[src/rtl/ahb_pkg.sv]
// ahb_pkg
// Shared definitions for the AHB response mux and its default slave.
//  - HTRANS_* / HRESP_* encodings used on the bus
//  - dsel one-hot encoding: bits 0..3 are slaves 0..3, bit 4 is the default slave
//  - dflt_state_t: state of the default slave's two-cycle ERROR response
//  - decode_sel / is_active helpers for the address-phase capture
// Optional feature macro used by the design: AHB_DEFAULT_SLV_EN
package ahb_pkg;

    localparam int NUM_SLV = 4;
    localparam int DSEL_W  = NUM_SLV + 1;

    localparam logic [1:0] HTRANS_IDLE   = 2'b00;
    localparam logic [1:0] HTRANS_BUSY   = 2'b01;
    localparam logic [1:0] HTRANS_NONSEQ = 2'b10;
    localparam logic [1:0] HTRANS_SEQ    = 2'b11;

    localparam logic [1:0] HRESP_OKAY  = 2'b00;
    localparam logic [1:0] HRESP_ERROR = 2'b01;

    localparam logic [DSEL_W-1:0] DSEL_S0      = 5'b00001;
    localparam logic [DSEL_W-1:0] DSEL_S1      = 5'b00010;
    localparam logic [DSEL_W-1:0] DSEL_S2      = 5'b00100;
    localparam logic [DSEL_W-1:0] DSEL_S3      = 5'b01000;
    localparam logic [DSEL_W-1:0] DSEL_DEFAULT = 5'b10000;

    typedef enum logic [1:0] {
        IDLE = 2'b00,
        ERR1 = 2'b01,
        ERR2 = 2'b10
    } dflt_state_t;

    // Exactly one select high picks that slave; none or several falls to the
    // default slave so overlapping decodes can never OR slave data together.
    function automatic logic [DSEL_W-1:0] decode_sel(input logic [NUM_SLV-1:0] hsel);
        logic [DSEL_W-1:0] result;
        result = DSEL_DEFAULT;
        if ($onehot(hsel)) begin
            result = {1'b0, hsel};
        end
        return result;
    endfunction

    // NONSEQ and SEQ carry a real transfer; IDLE and BUSY do not.
    function automatic logic is_active(input logic [1:0] htrans);
        logic result;
        case (htrans)
            HTRANS_NONSEQ, HTRANS_SEQ: result = 1'b1;
            HTRANS_IDLE, HTRANS_BUSY:  result = 1'b0;
            default:                   result = 1'b0;
        endcase
        return result;
    endfunction

endpackage

[src/rtl/ahb_default_slave.sv]
// ahb_default_slave
// Two-cycle ERROR responder for data phases that hit no (or an ambiguous) slave.
// Ports:
//  hclk          in   bus clock
//  hreset        in   synchronous active-high reset
//  hready        in   global hready (address phase completes when high)
//  addr_dflt_act in   address phase being captured is default-selected and active
//  dflt_hready   out  hready contribution while an active default phase is in progress
//  dflt_hresp    out  hresp contribution while an active default phase is in progress
// Only instantiated by the top when AHB_DEFAULT_SLV_EN is defined.
module ahb_default_slave
    import ahb_pkg::*;
(
    input  logic       hclk,
    input  logic       hreset,
    input  logic       hready,
    input  logic       addr_dflt_act,
    output logic       dflt_hready,
    output logic [1:0] dflt_hresp
);

    dflt_state_t state_q;
    dflt_state_t state_d;

    always_ff @(posedge hclk) begin
        if (hreset) begin
            state_q <= IDLE;
        end else begin
            state_q <= state_d;
        end
    end

    // The FSM enters ERR1 on the same edge the top captures a default+active
    // address phase, so the very first data-phase cycle already stalls.
    // ERR1 stalls with ERROR, ERR2 completes with ERROR; ERR2 may chain
    // straight into another ERR1 for back-to-back unmapped transfers.
    always_comb begin
        state_d     = state_q;
        dflt_hready = 1'b1;
        dflt_hresp  = HRESP_OKAY;
        case (state_q)
            IDLE: begin
                if (hready && addr_dflt_act) begin
                    state_d = ERR1;
                end
            end
            ERR1: begin
                dflt_hready = 1'b0;
                dflt_hresp  = HRESP_ERROR;
                state_d     = ERR2;
            end
            ERR2: begin
                dflt_hresp = HRESP_ERROR;
                if (hready && addr_dflt_act) begin
                    state_d = ERR1;
                end else begin
                    state_d = IDLE;
                end
            end
            default: begin
                state_d = IDLE;
            end
        endcase
    end

endmodule

[src/rtl/ahb_resp_mux.sv]
// ahb_resp_mux
// Slave-to-master response mux of the AHB interconnect. Registers the decoded
// slave select at the end of each address phase and routes that slave's
// hrdata/hreadyout/hresp to the master during the data phase.
// Ports:
//  hclk, hreset             clock, synchronous active-high reset
//  hsel0..3                 address-phase selects from the decoder
//  htrans                   master transfer type
//  hrdata0..3               slave read data
//  hreadyout0..3            slave ready
//  hresp0..3                slave response
//  hrdata, hready, hresp    response to the master (hready also goes to all slaves)
// Macro AHB_DEFAULT_SLV_EN: when defined, unmapped active transfers get a
// two-cycle ERROR response; otherwise they complete zero-wait with OKAY.
module ahb_resp_mux
    import ahb_pkg::*;
#(
    parameter int DATA_W = 32
) (
    input  logic              hclk,
    input  logic              hreset,
    input  logic              hsel0,
    input  logic              hsel1,
    input  logic              hsel2,
    input  logic              hsel3,
    input  logic [1:0]        htrans,
    input  logic [DATA_W-1:0] hrdata0,
    input  logic [DATA_W-1:0] hrdata1,
    input  logic [DATA_W-1:0] hrdata2,
    input  logic [DATA_W-1:0] hrdata3,
    input  logic              hreadyout0,
    input  logic              hreadyout1,
    input  logic              hreadyout2,
    input  logic              hreadyout3,
    input  logic [1:0]        hresp0,
    input  logic [1:0]        hresp1,
    input  logic [1:0]        hresp2,
    input  logic [1:0]        hresp3,
    output logic [DATA_W-1:0] hrdata,
    output logic              hready,
    output logic [1:0]        hresp
);

    logic [DSEL_W-1:0] dsel;
    logic              d_active;
    logic [DSEL_W-1:0] addr_dsel;
    logic              addr_active;
    logic              dflt_hready;
    logic [1:0]        dflt_hresp;

    assign addr_dsel   = decode_sel({hsel3, hsel2, hsel1, hsel0});
    assign addr_active = is_active(htrans);

    // Address phase ends only when hready is high; during a stall the data
    // phase is frozen and any change on hsel/htrans is ignored.
    always_ff @(posedge hclk) begin
        if (hreset) begin
            dsel     <= DSEL_DEFAULT;
            d_active <= 1'b0;
        end else if (hready) begin
            dsel     <= addr_dsel;
            d_active <= addr_active;
        end
    end

`ifdef AHB_DEFAULT_SLV_EN
    ahb_default_slave u_default_slave (
        .hclk          (hclk),
        .hreset        (hreset),
        .hready        (hready),
        .addr_dflt_act ((addr_dsel == DSEL_DEFAULT) && addr_active),
        .dflt_hready   (dflt_hready),
        .dflt_hresp    (dflt_hresp)
    );
`else
    // Without the error responder every default data phase is zero-wait OKAY.
    assign dflt_hready = 1'b1;
    assign dflt_hresp  = HRESP_OKAY;
`endif

    // Data-phase mux straight from the registered select: no extra latency on
    // the ready/data path. An idle default phase always completes zero-wait;
    // an active one takes whatever the default slave responds.
    always_comb begin
        hrdata = '0;
        hready = 1'b1;
        hresp  = HRESP_OKAY;
        case (dsel)
            DSEL_S0: begin
                hrdata = hrdata0;
                hready = hreadyout0;
                hresp  = hresp0;
            end
            DSEL_S1: begin
                hrdata = hrdata1;
                hready = hreadyout1;
                hresp  = hresp1;
            end
            DSEL_S2: begin
                hrdata = hrdata2;
                hready = hreadyout2;
                hresp  = hresp2;
            end
            DSEL_S3: begin
                hrdata = hrdata3;
                hready = hreadyout3;
                hresp  = hresp3;
            end
            DSEL_DEFAULT: begin
                if (d_active) begin
                    hready = dflt_hready;
                    hresp  = dflt_hresp;
                end
            end
            default: begin
                hrdata = '0;
            end
        endcase
    end

endmodule

[config.mk]
export PLATFORM = sky130hd
export DESIGN_NAME = ahb_resp_mux
export DESIGN_NICKNAME = d
export VERILOG_FILES = /design/src/rtl/ahb_pkg.sv /design/src/rtl/ahb_default_slave.sv /design/src/rtl/ahb_resp_mux.sv
export SDC_FILE = /design/constraint.sdc
export NUM_CORES = 1
export LEC_CHECK = 0
export ABC_CLOCK_PERIOD_IN_PS = 3600
export CAP_MARGIN = 25
export CORE_AREA = 3 3 70 72
export CTS_BUF_LIST = sky130_fd_sc_hd__clkbuf_16
export CTS_CLUSTER_SIZE = 20
export DETAILED_ROUTE_END_ITERATION = 10
export DIE_AREA = 0 0 73 75
export DONT_BUFFER_PORTS = 1
export SLEW_MARGIN = 20
export SYNTH_ARGS = -nofsm -noshare
export SYNTH_HDL_FRONTEND = slang
export SYNTH_SLANG_ARGS = --single-unit
[constraint.sdc]
create_clock -name hclk -period 3.6 [get_ports hclk]
set_input_delay 0.9 -clock hclk [delete_from_list [all_inputs] [get_ports hclk]]
set_output_delay 0.9 -clock hclk [all_outputs]
set_load 0.005 [all_outputs]
==> metrics.sh, run 1 <==
TIMING.CLOCK.SKEW_NS=0.000574
CLOCK_POWER_SHARE=0.587
YS.WARNINGS.COUNT=0
ROUTE.FINAL.WIRE_LENGTH_UM=4630
GLOBALROUTEOVERFLOWTOTAL=0
TOP_REGISTERS='dsel: 5 flops'
INSTANCES_NO_FILL=207
H_TREE_DEPTH=1
RUN_STATUS='completed'
TIMING.CRITICAL_PATH.SLOWEST_STAGE_CELL='and4b_1'
FINALWEIGHTEDCONGESTION=0.643
GRT.MET1_USAGE=0.169
FINAL_CORE_UTIL=0.291
SYNTH-MAIN-FF-CELL='dfxtp_1'
TOTAL_COUNT_OF_MAX_TRANSITION_VIOLATIONS_IN_THE_FINAL_REPORT=0
POWER.LEAKAGE_nW=0.539
WORST_SLEW_PIN_SLEW_NS=0.629
FINAL_LAYOUT_SIZE_SUFFIX_GT1_FRAC=0.0774
SYNTHESIS.AREA_MM2=0.00115
ASYNC_RESET_FF_FRAC=0
CRITICAL_PATH.STARTPOINT_TYPE='flip-flop'
HOLD_WS_NS=0.558
VDD_DROP_MAX_uV=252
POSTSYNTHREGISTERBITS=5
CTS_TREE='built'
ANT_NETS=0
UNREPAIRED_SETUP_ENDPOINTS_AFTER_GLOBAL_ROUTING='false'
IO_PINS=183
INSERTION_DELAY_NS=0.23
DIE_Y_UM=75
REPORT.FINAL.SETUP_VIOL=0
SETUP_TNS_NS=0
ANTENNADIODECOUNT=0
HOLD_PATH.CLASS='reg -> reg'
WORST-PATH-MAX-FANOUT=22
ACHIEVABLE_FREQUENCY_MHz=337
COMBINATIONAL_FAMILY_WITH_THE_MOST_AREA_AFTER_SYNTHESIS='compound AO/OA/AOI/OAI gates'
GRT_PASS1_WL_UM=5550
WORST_MAX_SLEW_MARGIN_EXPRESSED_RELATIVE_TO_THE_LIMIT=0.578
POWER.NET_SWITCHING_mW=0.0746
DRT_DRC=0
VIAS=1333
DRT_FIRST_PASS_ITERS=4
YOSYS.AREA_SHARE.SIMPLE=0.255
STD_CELL_ROWS=24
PLACED_CELLS_INCL_TAPS=203
PATH_CELLS='nor2_1, and4b_1, buf_4, a22oi_1, nand2_1'
CRITPATHMAXSTAGEDELAY_NS=0.55
NUMPORTBUFFERS=0
TIMING.CRITICAL_PATH.REQUIRED_NS=2.70
FLOORPLAN.INITIALDENSITY=0.264
POSTSYNTHCELLCOUNT=164
SYNTH.AREA.MUX_SHARE=0.0348
LAYOUT.CELL_AREA.NON_FILLER_MM2=0.00127
LARGEST_REG_FLOPS=5
SYN-NUM-NETS=315
WORST_SETUP_PATH_END_KIND='primary output'
GRT.MET2_USAGE=0.219
CTS_SINKS=5
TOTAL_GRT_USAGE=0.133
TOP_LIBRARY_CELLS_BY_USAGE_IN_THE_LAYOUT_FILL_AND_TAPS_ASIDE='a22oi_1 (68), nand2_1 (38), inv_1 (7), dfxtp_1 (5)'
HOLD_VIOLATIONS_FINAL=0
POWER_FRAC_COMB=0.186
PORTION_OF_TOTAL_POWER_ATTRIBUTED_TO_SEQUENTIAL_CELLS=0.227
MAX_CAP_VIOL_COUNT=0
ROUTE.DETAILED.WL_PER_INST_UM=22.4
MOST_COMMON_LIBRARY_CELL_IN_THE_LAYOUT_IGNORING_FILL_AND_TAPS='a22oi_1'
SYNTH-SEQ-AREA-SHARE=0.0871
COUNT_OF_FLIP_FLOPS_WITH_A_BUILT_IN_ENABLE_AFTER_SYNTHESIS=0
CTS_POST_SETUP_BUFFERS_INSERTED=0
YOSYS.AREA_SHARE.XOR_XNOR=0.00762
POST_SYNTH_NUM_CELL_TYPES=24
TIME_THE_FINAL_WORST_PATH_NEEDS_WITH_I_O_DELAYS_AND_SETUP_NS=2.97
PLACEMENT.CELL_AREA_MM2=0.00119
USE_MET3=0.0374
SYNTH_COMPOUND_AREA_FRAC=0.482
SWITCHING_SHARE=0.246
CTS.REPORTEDPATHS.CLKPINSLEW_NS=0.03
POST_SYNTH_ADDER_CELL_AREA=0.0392
AVGSYNTHCELLAREA_UM2=7.01
DRT_ITER0_MARKERS=78
POSTCTSRESIZEDCELLS=0
CTS-BUFFERS-INSERTED=3
PERIOD_SHARE=0.824
CRIT_TYPE='reg -> out'
NNETSFINAL=307
POST_CTS_HOLD_BUFFER_COUNT=0
MAX_FLOP_REGISTER='dsel'
DIEWIDTH_UM=73
POWER_DENSITY_mW_PER_MM2=240
WORST-ENDPOINT-ARRIVAL_NS=2.07
INITIAL_ANTENNA_VIOLATION_COUNT=0
NUMBER_OF_GLOBAL_ROUTE_VIAS_BEFORE_REPAIR=1100
CORE_AREA_MM2=0.00435
AVGVIACOUNTPERCELL=6.44
CTS.PATH.MAX_BUFFERS=2
CTS_ROOT_BUF='clkbuf_16'
GRT_START_MAX_NET_PINS=32
CELL_INTERNAL_PWR_mW=0.229
GRT_BUSIEST_LAYER='met2'
DIE_AREA_MM2=0.00548
FLOW.AREA_GROWTH_FROM_SYNTHESIS_PCT=10.1
HPWL_AFTER_DETAILED_PLACEMENT_UM=3790
## synth_stat cells (all sizes together), types with 2 or more instances
cell | count | area (um^2)
a22oi | 68 | 510
nand2 | 38 | 143
buf | 13 | 67.6
inv | 6 | 22.5
clkbuf | 5 | 18.8
dfxtp | 5 | 100
mux2i | 4 | 40.0
nand2b | 4 | 25.0
nor4b | 4 | 65.1
a211oi | 2 | 15.0
ha | 2 | 25.0
nand3b | 2 | 15.0
nor2 | 2 | 7.51
## metrics by stage
| step | worst slack (ns) | power, mW |
|---|---|---|
| global route | 0.455 | 0.319 |
| floorplan | 0.796 | 0.116 |
| finish | 0.633 | 0.304 |
| global placement | 0.703 | 0.125 |
| CTS | 0.571 | 0.310 |
| detailed placement | 0.644 | 0.127 |
## area by class of cell
type | count | area, um^2
clock inverter | 1 | 3.75
sequential | 5 | 100
inverter | 6 | 22.5
timing repair buffer | 5 | 50.0
tap | 52 | 65.1
fill | 469 | 3090
clock buffer | 3 | 75.1
multi-input combinational | 135 | 950
## critical path: cells and delay by family, from the launching register on
family	cells	cell delay [ns]
DFF	1	0.42
buffers and inverters	1	0.36
and+or+nand+nor	3	0.92
AOI/OAI and AO/OA	1	0.14
## power groups by stage
stage	clock network, mW	logic, mW	registers, mW
after floorplan	0	0.0537	0.0626
final	0.178	0.0564	0.0688
after global routing	0.186	0.0637	0.0700
after detailed placement	0	0.0575	0.0698
after CTS	0.183	0.0576	0.0690
after global placement	0	0.0553	0.0696
## routing by layer
layer / wire length (um) / up-vias
met4: 34 / 0
met5: 0 / -
met2: 2360 / 99
met1: 1670 / 612
li1: - / 618
met3: 561 / 4
## cell families (layout without fill, tap and decap cells)
kind of cell,Yosys count,count (layout)
compound gates,73,73
xor+xnor,1,1
fa+ha+maj,3,3
buf+inv,24,15
flops,5,5
mux,4,4
simple gates,54,54
## path summary, 6_finish.rpt
| kind | from | endpoint | slack [ns] | cells after the start |
|---|---|---|---|---|
| hold / removal | dsel[0] | dsel[0] | 0.56 | 2 |
| setup / recovery | dsel[2] | hrdata[2] | 0.63 | 5 |
| setup reg to reg | dsel[0] | dsel[2] | 1.62 | 5 |
| hold reg to reg | dsel[0] | dsel[0] | 0.56 | 2 |
No activity file was read; power rests on OpenSTA's default activity.
==> run 2, diff against run 1 <==
--- a/config.mk
+++ b/config.mk
@@ -5,7 +5,7 @@
 export SDC_FILE = /design/constraint.sdc
 export NUM_CORES = 1
 export LEC_CHECK = 0
-export ABC_CLOCK_PERIOD_IN_PS = 3600
+export ABC_CLOCK_PERIOD_IN_PS = 3000
 export CAP_MARGIN = 25
 export CORE_AREA = 3 3 70 72
 export CTS_BUF_LIST = sky130_fd_sc_hd__clkbuf_16
==> constraint.sdc (replaced) <==
create_clock -name hclk -period 3 [get_ports hclk]
set_input_delay 0.75 -clock hclk [delete_from_list [all_inputs] [get_ports hclk]]
set_output_delay 0.75 -clock hclk [all_outputs]
set_load 0.005 [all_outputs]
==> run 2 against run 1 <==
Compared with the run above: critical endpoint unchanged; first-iteration DRC count rose by 32%; hold slack better by 0.037 ns; sequential share of layout area shrank 0.17 points; count of clock-buffer cells in the layout did not move; global-route usage fell by 0.51 points; total power increased by 21%; largest cell class unchanged; non-clock buffer count rose by 2.
==> metrics.sh, run 2 (synthesis gave the netlist of run 1 again) <==
TOTAL_GRT_USAGE=0.128  # -0.00514
FLOORPLAN.INITIALDENSITY=0.264  # unchanged
NNETSFINAL=309  # +0.65%
DIE_Y_UM=75  # unchanged
DRT_ITER0_MARKERS=103  # +32%
HPWL_AFTER_DETAILED_PLACEMENT_UM=3810  # +0.32%
POSTCTSRESIZEDCELLS=0  # unchanged
TOTAL_COUNT_OF_MAX_TRANSITION_VIOLATIONS_IN_THE_FINAL_REPORT=0  # unchanged
CTS.PATH.MAX_BUFFERS=2  # unchanged
CTS-BUFFERS-INSERTED=3  # unchanged
R2R_STARTPOINT='dsel[0]'
MIN_PATH_CELLS=2  # unchanged
POWER.LEAKAGE_nW=0.552  # +2.5%
FLOW.AREA_GROWTH_FROM_SYNTHESIS_PCT=12.5
VDD_DROP_MAX_uV=259  # +2.7%
AVGVIACOUNTPERCELL=6.48  # +0.68%
HOLD_VIOLATIONS_FINAL=0  # unchanged
CTS.REPORTEDPATHS.CLKPINSLEW_NS=0.03  # about the same
WORST_MAX_SLEW_MARGIN_EXPRESSED_RELATIVE_TO_THE_LIMIT=0.607  # +0.0289
CTS_ROOT_BUF='clkbuf_16'
FINALPOWER_mW=0.366  # +21%
FINAL_CORE_UTIL=0.297  # +0.00632
PERIOD_SHARE=0.910
STD_CELL_ROWS=24  # unchanged
CTS_POST_SETUP_BUFFERS_INSERTED=0  # unchanged
LARGEST_REG_FLOPS=5  # unchanged
ACHIEVABLE_FREQUENCY_MHz=366
POWER_DENSITY_mW_PER_MM2=283  # +18%
CRIT_TYPE='reg -> out'
VIAS=1355  # +1.7%
SETUP_TNS_NS=0  # unchanged
WORST_R2R_ENDPOINT='dsel[4]'
CRITICAL_PATH.STARTPOINT_TYPE='flip-flop'
UNREPAIRED_SETUP_ENDPOINTS_AFTER_GLOBAL_ROUTING='false'
DIEWIDTH_UM=73  # unchanged
TIME_THE_FINAL_WORST_PATH_NEEDS_WITH_I_O_DELAYS_AND_SETUP_NS=2.73
WORST-ENDPOINT-ARRIVAL_NS=1.98  # -0.09 ns
ANT_NETS=0  # unchanged
TIMING.CRITICAL_PATH.REQUIRED_NS=2.25  # -0.45 ns
IO_PINS=183  # unchanged
INITIAL_ANTENNA_VIOLATION_COUNT=0  # unchanged
WORST-PATH-MAX-FANOUT=22  # unchanged
NUMBER_OF_GLOBAL_ROUTE_VIAS_BEFORE_REPAIR=1025  # -6.8%
H_TREE_DEPTH=1  # unchanged
PRE_CTS_WS_NS=0.202  # -0.443 ns
SETUP_WS_NS=0.270  # -0.363 ns
FINALWEIGHTEDCONGESTION=0.696  # +8.3%
REPORT.FINAL.SETUP_VIOL=0  # unchanged
FINAL_LAYOUT_SIZE_SUFFIX_GT1_FRAC=0.0892  # +0.0118
ANTENNADIODECOUNT=0  # unchanged
NUMPORTBUFFERS=0  # unchanged
TIMING.CRITICAL_PATH.TO='hrdata[2]'
WORST_SETUP_PATH_END_KIND='primary output'
DRT_FIRST_PASS_ITERS=4  # unchanged
CORE_AREA_MM2=0.00435  # unchanged
POST_CTS_HOLD_BUFFER_COUNT=0  # unchanged
CTS_SINKS=5  # unchanged
GRT_PASS1_WL_UM=5310  # -4.5%
INSERTION_DELAY_NS=0.23  # about the same
RUN_STATUS='completed'
CRITPATHLAUNCH='dsel[2]'
DRT_DRC=0  # unchanged
REG2REGPATHDEPTH=5  # unchanged
DIE_AREA_MM2=0.00548  # unchanged
REG2REG_SETUP_SLACK_NS=0.99  # -0.63 ns
CTS_TREE='built'
MAX_FLOP_REGISTER='dsel'
GRT_START_MAX_NET_PINS=32  # unchanged
MOST_COMMON_LIBRARY_CELL_IN_THE_LAYOUT_IGNORING_FILL_AND_TAPS='a22oi_1'
MAX_CAP_VIOL_COUNT=0  # unchanged
HOLD_PATH.CLASS='reg -> reg'
ROUTE.DETAILED.WL_PER_INST_UM=22.1  # -1.1%
WORST_SLEW_PIN_SLEW_NS=0.590  # -0.0390 ns
TOP_LIBRARY_CELLS_BY_USAGE_IN_THE_LAYOUT_FILL_AND_TAPS_ASIDE='a22oi_1 (68), nand2_1 (38), inv_1 (7), dfxtp_1 (5), buf_4 (5)'
TIMING.CLOCK.SKEW_NS=0.000772  # +0.000199 ns
TOP_REGISTERS='dsel: 5 flops'
ROUTE.FINAL.WIRE_LENGTH_UM=4620  # -0.19%
GLOBALROUTEOVERFLOWTOTAL=0  # unchanged
-- run 2: cell count changes in the layout (fill, tap and decap cells not counted) --
cell | previous run | this run
buf_12 | 1 | 2
buf_4 | 4 | 5
-- run 2: worst min-delay path by stage --
| stage | start | endpoint |
|---|---|---|
| finish | dsel[0] | dsel[0] |
| global route | dsel[0] | dsel[0] |
| CTS | dsel[0] | dsel[0] |
| detailed placement | dsel[0] | dsel[0] |
| global placement | dsel[0] | dsel[0] |
| floorplan | dsel[0] | dsel[0] |
-- run 2: worst max-delay path, stage by stage (launching register included) --
cell and delay (ns):
dfxtp_1 0.41, nor2_1 0.24, and4b_1 0.61, buf_12 0.23, a22oi_1 0.10, nand2_1 0.14
-- run 2: layout make-up --
| class | count | area (um^2) |
|---|---|---|
| flip-flops and latches | 5 | 100 |
| inverters | 6 | 22.5 |
| clock buffers | 3 | 75.1 |
| well taps | 52 | 65.1 |
| fillers | 469 | 3060 |
| multi-input cells | 135 | 950 |
| clock inverters | 1 | 3.75 |
| repair buffers | 7 | 77.6 |
-- run 2: per-stage QoR --
step           instances  cell area, um^2  hold WS (ns)
6_report             209             1290         0.594
3_5_place_dp         205             1210         0.570
3_3_place_gp         205             1210         0.543
2_1_floorplan        164             1150         0.513
5_1_grt              209             1290         0.599
4_1_cts              209             1290         0.589
-- run 2: power by group --
part           internal, mW  leakage (nW)  switching, mW
sequential           0.0721        0.0407        0.00838
clock                 0.172        0.0423         0.0413
combinational        0.0314         0.469         0.0404
-- run 2: routing by layer --
metal,vias to the layer above,share of wire,global-route usage
met2,105,0.52,0.214
met1,626,0.35,0.157
met4,0,0.0032,0.0369
met5,-,0,0
met3,2,0.13,0.0401
li1,622,-,-
==> run 3, diff against run 2 <==
--- a/config.mk
+++ b/config.mk
@@ -7,11 +7,11 @@
 export LEC_CHECK = 0
 export ABC_CLOCK_PERIOD_IN_PS = 3000
 export CAP_MARGIN = 25
-export CORE_AREA = 3 3 70 72
+export CORE_MARGIN = 10
+export CORE_UTILIZATION = 40
 export CTS_BUF_LIST = sky130_fd_sc_hd__clkbuf_16
 export CTS_CLUSTER_SIZE = 20
 export DETAILED_ROUTE_END_ITERATION = 10
-export DIE_AREA = 0 0 73 75
 export DONT_BUFFER_PORTS = 1
 export SLEW_MARGIN = 20
 export SYNTH_ARGS = -nofsm -noshare
==> run 3 against run 2 <==
Compared with the run above: count of clock-buffer cells in the layout stayed put; clock power hardly changed; worst setup slack better by 0.075 ns; critical path type unchanged; sequential power is 3.2% higher; critical path depth is 1 lower.
==> metrics.sh, run 3 (synthesis gave the netlist of run 1 again) <==
CRIT_TYPE='reg -> out'
COUNT_OF_FILLER_CELLS_INSERTED_IN_THE_LAYOUT=294  # -37%
TIMING.CLOCK.SKEW_NS=0.000907  # +0.000134 ns
FLOORPLAN.INITIALDENSITY=0.417  # +0.153
FINALPOWER_mW=0.368  # +0.55%
CTS.REPORTEDPATHS.CLKPINSLEW_NS=0.03  # about the same
FINALWEIGHTEDCONGESTION=0.723  # +3.8%
CTS_ROOT_BUF='clkbuf_16'
DIE_AREA_MM2=0.00542  # -1.0%
MOST_COMMON_LIBRARY_CELL_IN_THE_LAYOUT_IGNORING_FILL_AND_TAPS='a22oi_1'
TIMING.CRITICAL_PATH.SLOWEST_STAGE_CELL='and4b_2'
TIMING.CRITICAL_PATH.REQUIRED_NS=2.25  # about the same
GRT_BUSIEST_LAYER='met2'
GRT.MET1_USAGE=0.170  # +0.0129
TOP_LIBRARY_CELLS_BY_USAGE_IN_THE_LAYOUT_FILL_AND_TAPS_ASIDE='a22oi_1 (68), nand2_1 (38), inv_1 (7), buf_4 (6), dfxtp_1 (5)'
WORST-ENDPOINT-ARRIVAL_NS=1.91  # -0.07 ns
UNREPAIRED_SETUP_ENDPOINTS_AFTER_GLOBAL_ROUTING='false'
LARGEST_REG_FLOPS=5  # unchanged
POST_CTS_HOLD_BUFFER_COUNT=0  # unchanged
WORST_SLEW_PIN_SLEW_NS=0.635  # +0.0450 ns
AVGVIACOUNTPERCELL=7.38  # +14%
VDD_DROP_MAX_uV=323  # +25%
ROUTE.DETAILED.WL_PER_INST_UM=29.6  # +34%
FINAL_LAYOUT_SIZE_SUFFIX_GT1_FRAC=0.0897  # +0.000572
CTS_POST_SETUP_BUFFERS_INSERTED=0  # unchanged
TOP_REGISTERS='dsel: 5 flops'
DRT_FIRST_PASS_ITERS=5  # +1
CTS_SINKS=5  # unchanged
CTS.PATH.MAX_BUFFERS=2  # unchanged
CTS_TREE='built'
RUN_STATUS='completed'
ANT_NETS=0  # unchanged
TOTAL_COUNT_OF_MAX_TRANSITION_VIOLATIONS_IN_THE_FINAL_REPORT=0  # unchanged
STD_CELL_ROWS=19  # -21%
VIAS=1380  # +1.8%
GLOBALROUTEOVERFLOWTOTAL=0  # unchanged
NUMBER_OF_GLOBAL_ROUTE_VIAS_BEFORE_REPAIR=1470  # +43%
POWER.LEAKAGE_nW=0.541  # -2.1%
POSTCTSRESIZEDCELLS=1  # +1
SETUP_TNS_NS=0  # unchanged
ACHIEVABLE_FREQUENCY_MHz=377  # +2.8%
INSERTION_DELAY_NS=0.23  # about the same
PATH_CELLS='nor2_1, and4b_2, a22oi_1, nand2_1'
HOLD_VIOLATIONS_FINAL=0  # unchanged
INITIAL_ANTENNA_VIOLATION_COUNT=0  # unchanged
CORE_AREA_MM2=0.00276  # -37%
USE_MET3=0.109  # +0.0690
HOLD_WS_NS=0.618  # +0.0232 ns
PERIOD_SHARE=0.885  # -0.0249
CTS-BUFFERS-INSERTED=3  # unchanged
DRT_ITER0_MARKERS=55  # -47%
TOTAL_GRT_USAGE=0.174  # +0.0463
ANTENNADIODECOUNT=0  # unchanged
DIE_Y_UM=73.6  # -1.8%
REPORT.FINAL.SETUP_VIOL=0  # unchanged
HPWL_AFTER_DETAILED_PLACEMENT_UM=4660  # +22%
IO_PINS=183  # unchanged
MAX_FLOP_REGISTER='dsel'
GRT_START_MAX_NET_PINS=35  # +9.4%
PLACEMENT.CELL_AREA_MM2=0.00116  # -4.8%
TIME_THE_FINAL_WORST_PATH_NEEDS_WITH_I_O_DELAYS_AND_SETUP_NS=2.66  # -0.0748 ns
CRITICAL_PATH.STARTPOINT_TYPE='flip-flop'
MAX_CAP_VIOL_COUNT=0  # unchanged
NNETSFINAL=308  # -0.32%
WORST-PATH-MAX-FANOUT=34  # +55%
GRT_PASS1_WL_UM=7780  # +47%
NUMPORTBUFFERS=0  # unchanged
FLOW.AREA_GROWTH_FROM_SYNTHESIS_PCT=7.51
H_TREE_DEPTH=1  # unchanged
HOLD_PATH.CLASS='reg -> reg'
DIEWIDTH_UM=73.6  # +0.84%
DRT_DRC=0  # unchanged
LAYOUT.CELL_AREA.NON_FILLER_MM2=0.00124  # -4.4%
WORST_SETUP_PATH_END_KIND='primary output'
GRT.MET2_USAGE=0.303  # +0.0895
ROUTE.FINAL.WIRE_LENGTH_UM=5530  # +20%
WORST_MAX_SLEW_MARGIN_EXPRESSED_RELATIVE_TO_THE_LIMIT=0.577  # -0.0297
CRITPATHMAXSTAGEDELAY_NS=0.68  # +0.07 ns
POWER_DENSITY_mW_PER_MM2=298  # +5.2%
## run 3: where the power goes
part / switching, mW / leakage (nW) / total [mW] / internal (mW)
combinational: 0.0385 / 0.458 / 0.0685 / 0.0300
clock: 0.0437 / 0.0423 / 0.216 / 0.173
sequential: 0.0110 / 0.0407 / 0.0831 / 0.0721
total: 0.0932 / 0.541 / 0.368 / 0.275
## run 3: final cells by class
cell class | count | area (um^2) | area share
clock buffer | 3 | 75.1 | 0.0607
clock inverter | 1 | 3.75 | 0.00304
inverter | 6 | 22.5 | 0.0182
multi-input combinational | 135 | 951 | 0.769
sequential | 5 | 100 | 0.0810
tap | 31 | 38.8 | 0.0314
timing repair buffer | 6 | 45.0 | 0.0364
## run 3: worst paths after layout
path                      to  slack [ns]  cells after the start    start
hold reg to reg      dsel[0]        0.62                      2  dsel[0]
hold / removal       dsel[0]        0.62                      2  dsel[0]
setup / recovery  hrdata[11]        0.34                      4  dsel[2]
setup reg to reg     dsel[0]        1.00                      5  dsel[0]
## run 3: critical path, delay by kind of cell, from the launching register on
family             cells  cell delay [ns]
and+or+nand+nor        3             1.04
DFF                    1             0.42
AOI/OAI and AO/OA      1             0.20
## run 3: per-stage QoR
step	utilization	instances	setup WS (ns)
after floorplan	-	164	0.346
after global placement	0.419	183	0.270
after detailed placement	0.419	183	0.175
after CTS	0.448	187	0.332
after global routing	0.448	187	0.187
final	0.448	187	0.345
## run 3: layer usage
layer	wire length, um	vias up
li1	-	619
met1	1690	619
met2	2830	136
met3	970	6
met4	43	0
met5	0	-
